--- config.mk ---
export PLATFORM = sky130hd
export DESIGN_NAME = regfile_mp
export DESIGN_NICKNAME = d
export VERILOG_FILES = /design/src/rtl/sys_defs.sv /design/src/rtl/regfile_mp_wsel.sv /design/src/rtl/regfile_mp.sv
export SDC_FILE = /design/constraint.sdc
export NUM_CORES = 2
export LEC_CHECK = 0
export CAP_MARGIN = 15
export CORE_MARGIN = 2
export CORE_UTILIZATION = 63
export DETAILED_ROUTE_END_ITERATION = 6
export PLACE_DENSITY = 0.81
export SLEW_MARGIN = 5
export SYNTH_ARGS = -nofsm -noshare
export SYNTH_HDL_FRONTEND = slang
export SYNTH_SLANG_ARGS = --single-unit
--- constraint.sdc ---
create_clock -name clk -period 6.1 [get_ports clk]
set_input_delay 1.22 -clock clk [delete_from_list [all_inputs] [get_ports clk]]
set_output_delay 1.22 -clock clk [all_outputs]
set_load 0.01 [all_outputs]
--- src/rtl/sys_defs.sv ---
// sys_defs: shared register-file index type and zero-register constant
package sys_defs;
  localparam int DEF_IDX_W = 5;
  localparam int ZERO_REG = 0;
  typedef logic [DEF_IDX_W-1:0] regidx_t;
endpackage

--- src/rtl/regfile_mp_wsel.sv ---
// regfile_mp_wsel: finds the highest-numbered enabled write port targeting idx
module regfile_mp_wsel #(
  parameter int NUM_WR = 1,
  parameter int IDX_W = 5,
  localparam int PW = NUM_WR > 1 ? $clog2(NUM_WR) : 1
) (
  input  logic [IDX_W-1:0]             idx,
  input  logic [NUM_WR-1:0]            wr_en,
  input  logic [NUM_WR-1:0][IDX_W-1:0] wr_idx,
  output logic                         hit,
  output logic [PW-1:0]                sel
);
  always_comb begin
    hit = 1'b0;
    sel = '0;
    for (int p = 0; p < NUM_WR; p++)
      if (wr_en[p] && wr_idx[p] == idx) begin
        hit = 1'b1;
        sel = PW'(p);
      end
  end
endmodule

--- src/rtl/regfile_mp.sv ---
// regfile_mp: multi-port register file with write bypass and busy-bit scoreboard
module regfile_mp
  import sys_defs::*;
#(
  parameter int DATA_W = 32,
  parameter int NUM_REGS = 32,
  parameter int NUM_RD = 2,
  parameter int NUM_WR = 1,
  parameter bit ZERO_REG_EN = 1'b1,
  parameter bit BYPASS = 1'b1,
  localparam int IDX_W = $clog2(NUM_REGS),
  localparam int PW = NUM_WR > 1 ? $clog2(NUM_WR) : 1
) (
  input  logic                              clk,
  input  logic                              rst_n,
  input  logic [NUM_RD-1:0][IDX_W-1:0]      rd_idx,
  output logic [NUM_RD-1:0][DATA_W-1:0]     rd_data,
  output logic [NUM_RD-1:0]                 rd_busy,
  input  logic [NUM_WR-1:0]                 wr_en,
  input  logic [NUM_WR-1:0][IDX_W-1:0]      wr_idx,
  input  logic [NUM_WR-1:0][DATA_W-1:0]     wr_data,
  input  logic                              alloc_en,
  input  logic [IDX_W-1:0]                  alloc_idx,
  input  logic                              flush,
  output logic [IDX_W:0]                    busy_cnt
);
  logic [NUM_REGS-1:0][DATA_W-1:0] regs;
  logic [NUM_REGS-1:0] wr_hit, busy, busy_nxt;
  logic [IDX_W:0] cnt_nxt;
  for (genvar i = 0; i < NUM_REGS; i++) begin : g_reg
    logic [DATA_W-1:0] q;
    logic [PW-1:0] sel;
    regfile_mp_wsel #(.NUM_WR(NUM_WR), .IDX_W(IDX_W)) u_wsel (
      .idx(IDX_W'(i)), .wr_en(wr_en), .wr_idx(wr_idx), .hit(wr_hit[i]), .sel(sel)
    );
    always_ff @(posedge clk or negedge rst_n)
      if (!rst_n) q <= '0;
      else if (wr_hit[i] && !(ZERO_REG_EN && i == ZERO_REG)) q <= wr_data[sel];
    assign regs[i] = q;
  end
  // alloc overrides writeback (younger instruction); flush overrides both
  always_comb begin
    busy_nxt = busy;
    cnt_nxt = '0;
    for (int i = 0; i < NUM_REGS; i++) begin
      if (wr_hit[i]) busy_nxt[i] = 1'b0;
      if (alloc_en && alloc_idx == IDX_W'(i)) busy_nxt[i] = 1'b1;
      if (flush || (ZERO_REG_EN && i == ZERO_REG)) busy_nxt[i] = 1'b0;
      cnt_nxt = cnt_nxt + (IDX_W+1)'(busy_nxt[i]);
    end
  end
  always_ff @(posedge clk or negedge rst_n)
    if (!rst_n) begin
      busy <= '0;
      busy_cnt <= '0;
    end else begin
      busy <= busy_nxt;
      busy_cnt <= cnt_nxt;
    end
  for (genvar r = 0; r < NUM_RD; r++) begin : g_rd
    logic hit, zero, byp, same_alloc;
    logic [PW-1:0] sel;
    regfile_mp_wsel #(.NUM_WR(NUM_WR), .IDX_W(IDX_W)) u_wsel (
      .idx(rd_idx[r]), .wr_en(wr_en), .wr_idx(wr_idx), .hit(hit), .sel(sel)
    );
    assign zero = ZERO_REG_EN && rd_idx[r] == IDX_W'(ZERO_REG);
    assign byp = BYPASS && rst_n && hit;
    assign same_alloc = alloc_en && alloc_idx == rd_idx[r];
    assign rd_data[r] = zero ? '0 : byp ? wr_data[sel] : regs[rd_idx[r]];
    assign rd_busy[r] = zero ? 1'b0 : (byp && !same_alloc) ? 1'b0 : busy[rd_idx[r]];
  end
endmodule

==> impl_results.md <==
- Final-report hold violation count: 0
- Reg-to-reg endpoint: busy_cnt[4]$_DFF_PN0_
- Most used DFF post-synth: sky130_fd_sc_hd__dfrtp_1
- Clock tree sinks: 1029
- Total vias in the final route: 41231
- # H-tree levels: 3
- Static Leak: 28.5 nW
- Die Y: 306 µm
- Post-route antenna net violation count: 0
- Total of hold buffers inserted after clock tree synthesis: 0
- Fraction of power consumed by sequential logic: 44.5%
- Worst Hold Depth: 1
- Required time at the endpoint of the critical path: 4.88 ns
- Number of enable flip-flop cells after synthesis: 0
- Share of flip-flops with an asynchronous set or reset after synthesis: 100%
- Antenna violations before repair: 8
- Post-synthesis instance area: 0.0575 mm²
- GPL Wtd Cong: 0.950
- Detailed Route Iter0 Violations: 5443
- Fraction of final layout cells sized beyond drive strength 1: 38.1%
- Post-Layout Inst Area: 0.0647 mm²
- Detailed Place HPWL: 110 mm
- Area post-placement: 0.0605 mm²
- Total count of max-transition violations in the final report: 0
- Distinct cell type count after synthesis: 61
- Combinational fraction of design power: 21.2%
- Post-detailed-routing wire length: 190 mm
- Arrival time at the worst endpoint: 4.74 ns
- WL per Instance: 34.6 µm
- R2R setup slack: 0.99 ns
- Part of the power in the clock network: 34.3%
- PwrDens: 316 mW/mm²
- Maximum count of clock buffers along a single path: 3
- Max Cap Violations: 0
- Largest vdd supply drop: 0.293 mV
- Clock root buffer master: sky130_fd_sc_hd__clkbuf_16
- RSZ-0062 raised after global routing: true
- Type of destination of the critical path: output pin
- Number of CTS-inserted buffers: 108
- Number of flip-flops and latches in the synthesized netlist: 1029
- Headroom to the max-slew limit: 11.8%
- Port Buffers: 128
- Synth Warn #: 32
- Setup TNS: 0 ns
- Upper clock frequency limit: 0.168 GHz
- Number of global-route vias before repair: 42502
- Run status: finished clean
- TritonCTS clock tree: yes
- Net count after synthesis: 4217
- Number of vias per cell: 7.53
- Total I/O pin count: 129
- Maximum number of pins on one net before global-route repair: 175
- Switch Pwr: 0.00575 W
- First-pass iteration count of the detailed router: 6
- Peak fanout along the critical path: 17
- Post-layout nets: 4291
- Layout area overhead: 12.4%
- Clk_lat worst skew: 0.70 ns
- Final setup viols: 0
- Post-layout minimum cycle time: 5.96 ns
- Number of remaining DRC errors: 0
- Worst Tran Pin Value: 1.32 ns
- Crit share post-route: 97.7%
- Total track usage: 40.8%
- Maximum clock skew at final layout: 0.0283 ns
- Horizontal extent of the die: 306 µm
- Worst hold path type: register to register
- Crit path from: rd_idx[4]
- Origin of the critical flop-to-flop path: busy[1]$_DFF_PN0_
- Synthesized instance count: 4130
- Std-Cell Core Area: 0.0903 mm²
- Startpoint of the worst hold path: g_reg[13].q[21]$_DFFE_PN0P_
- Sw frac: 28.1%
- Depth of the most critical reg-to-reg path: 15
- Share of synthesized area occupied by flip-flops and latches: 44.8%
- Site row count: 110
- Residual overflow from global routing: 0
- Worst-path clk slew: 0.06 ns
- Internal power consumption: 0.0147 W
- Classification of the worst setup path: primary input to output pin
- End point of the worst hold path: g_reg[13].q[21]$_DFFE_PN0P_
- Wire length of the first global-routing pass: 280 mm
- Die area: 0.0937 mm²
- Worst setup SP type: primary input
- Effective utilization at floorplan: 63.7%
- Syn_area_per_cell: 13.9 µm²
==> cell usage in the layout, fill, tap and decap left out, types with 30 or more instances in the layout <==
cell	netlist	layout
sky130_fd_sc_hd__mux4_2	361	361
sky130_fd_sc_hd__a221oi_1	55	55
sky130_fd_sc_hd__o31ai_1	39	39
sky130_fd_sc_hd__buf_4	36	232
sky130_fd_sc_hd__clkbuf_16	0	108
sky130_fd_sc_hd__mux2_2	700	700
sky130_fd_sc_hd__o22ai_1	105	105
sky130_fd_sc_hd__nand2_1	79	58
sky130_fd_sc_hd__mux2_1	460	460
sky130_fd_sc_hd__nor3_1	77	73
sky130_fd_sc_hd__mux2i_1	161	161
sky130_fd_sc_hd__a221o_1	30	30
sky130_fd_sc_hd__dfrtp_1	1029	1029
sky130_fd_sc_hd__buf_12	4	37
sky130_fd_sc_hd__a211oi_1	51	51
sky130_fd_sc_hd__a2111oi_0	36	36
sky130_fd_sc_hd__nor2_1	109	82
sky130_fd_sc_hd__inv_1	50	47
sky130_fd_sc_hd__a22oi_1	77	72
sky130_fd_sc_hd__clkbuf_8	0	30
sky130_fd_sc_hd__nor2b_1	62	57
sky130_fd_sc_hd__clkdlybuf4s50_1	0	106
==> state kept, by name, summed over array words and instances, names as in the netlist <==
register / flops
busy_cnt: 6
busy: 31
g.q: 992
==> critical path: stages <==
cell	delay, ns
sky130_fd_sc_hd__buf_2	0.34
sky130_fd_sc_hd__buf_4	0.34
sky130_fd_sc_hd__nor3b_2	0.87
sky130_fd_sc_hd__a22oi_1	0.21
sky130_fd_sc_hd__o31ai_1	0.13
sky130_fd_sc_hd__nor3_1	0.12
sky130_fd_sc_hd__nor3_1	0.77
sky130_fd_sc_hd__clkdlybuf4s50_1	0.71
==> how the worst max path moves through the flow <==
stage | endpoint | slack [ns] | cells after the start
after floorplan | busy_cnt[4]$_DFF_PN0_ | -0.34 | 22
after global placement | busy_cnt[4]$_DFF_PN0_ | -0.88 | 20
after detailed placement | busy_cnt[4]$_DFF_PN0_ | -0.92 | 20
after CTS | busy_cnt[4]$_DFF_PN0_ | 0.007 | 23
after global routing | busy_cnt[4]$_DFF_PN0_ | -0.04 | 20
final | rd_data[27] | 0.14 | 8
==> final cells by class <==
type / count / area (µm²)
antenna: 5 / 12.5
clock buffer: 156 / 3170
clock inverter: 44 / 604
fill: 5800 / 25600
inverter: 50 / 188
multi-input combinational: 2609 / 29600
sequential: 1029 / 25700
tap: 1176 / 1470
timing repair buffer: 406 / 3900
==> metrics by stage <==
stage	total power, W	setup slack (ns)	util (%)	hold WS [ns]	cells
global placement	0.0131	-0.879	67.0	0.479	5243
CTS	0.0203	0.00677	71.2	0.503	5450
finish	0.0205	0.142	71.6	0.503	5475
detailed placement	0.0134	-0.922	67.0	0.490	5243
floorplan	0.0119	-0.344	-	0.467	4130
global route	0.0212	-0.0427	71.6	0.522	5472
==> logic make-up after synthesis <==
family	after synthesis	share of synthesized area, %
xor gates and xnor gates	23	0.350
and+or+nand+nor	400	3.53
adders and majority gates	30	0.953
AOI/OAI and AO/OA	473	6.15
buffers and inverters	492	4.59
DFF	1029	44.8
muxes	1683	39.7
==> synth_stat cells, drive strengths merged, types with 7 or more instances <==
| library cell | number | area share, % |
|---|---|---|
| dfrtp | 1029 | 45 |
| a221o | 30 | 0.52 |
| mux2i | 161 | 2.8 |
| nor2b | 62 | 0.67 |
| o31ai | 39 | 0.51 |
| buf | 258 | 3.1 |
| nand2b | 17 | 0.18 |
| a221oi | 56 | 0.86 |
| a2111oi | 44 | 0.70 |
| ha | 7 | 0.15 |
| nor2 | 109 | 0.71 |
| a21oi | 16 | 0.14 |
| a211oi | 52 | 0.69 |
| nor3 | 79 | 0.70 |
| nand2 | 79 | 0.52 |
| clkbuf | 184 | 1.2 |
| o22ai | 105 | 1.1 |
| a22oi | 77 | 1.0 |
| fa | 23 | 0.80 |
| mux2 | 1161 | 23 |
| o21ai | 28 | 0.24 |
| xnor2 | 10 | 0.15 |
| mux4 | 361 | 14 |
| xor2 | 13 | 0.20 |
| nor4 | 19 | 0.23 |
| a21o | 18 | 0.23 |
| inv | 50 | 0.33 |
==> timing repair <==
item,4_1_cts,5_1_grt
buffers inserted,7,18
setup endpoints to repair,5,5
pin swaps,10,34
resized for setup,10,62
cloned,0,1
==> metal layers <==
metal / up-vias / share of wire, % / global-route usage (%)
met3: 855 / 14 / 11.9
li1: 15996 / - / -
met5: - / 0.031 / 0
met1: 21223 / 36 / 55.3
met2: 3147 / 43 / 57.7
met4: 10 / 7.7 / 26.8
==> power by group through the flow <==
stage	combinational, W	clock (W)	sequential, W
global route	0.00458	0.00733	0.00925
floorplan	0.00310	0	0.00881
global placement	0.00409	0	0.00905
finish	0.00434	0.00703	0.00910
detailed placement	0.00421	0	0.00916
CTS	0.00426	0.00703	0.00906
No activity file was read; power rests on OpenSTA's default activity.
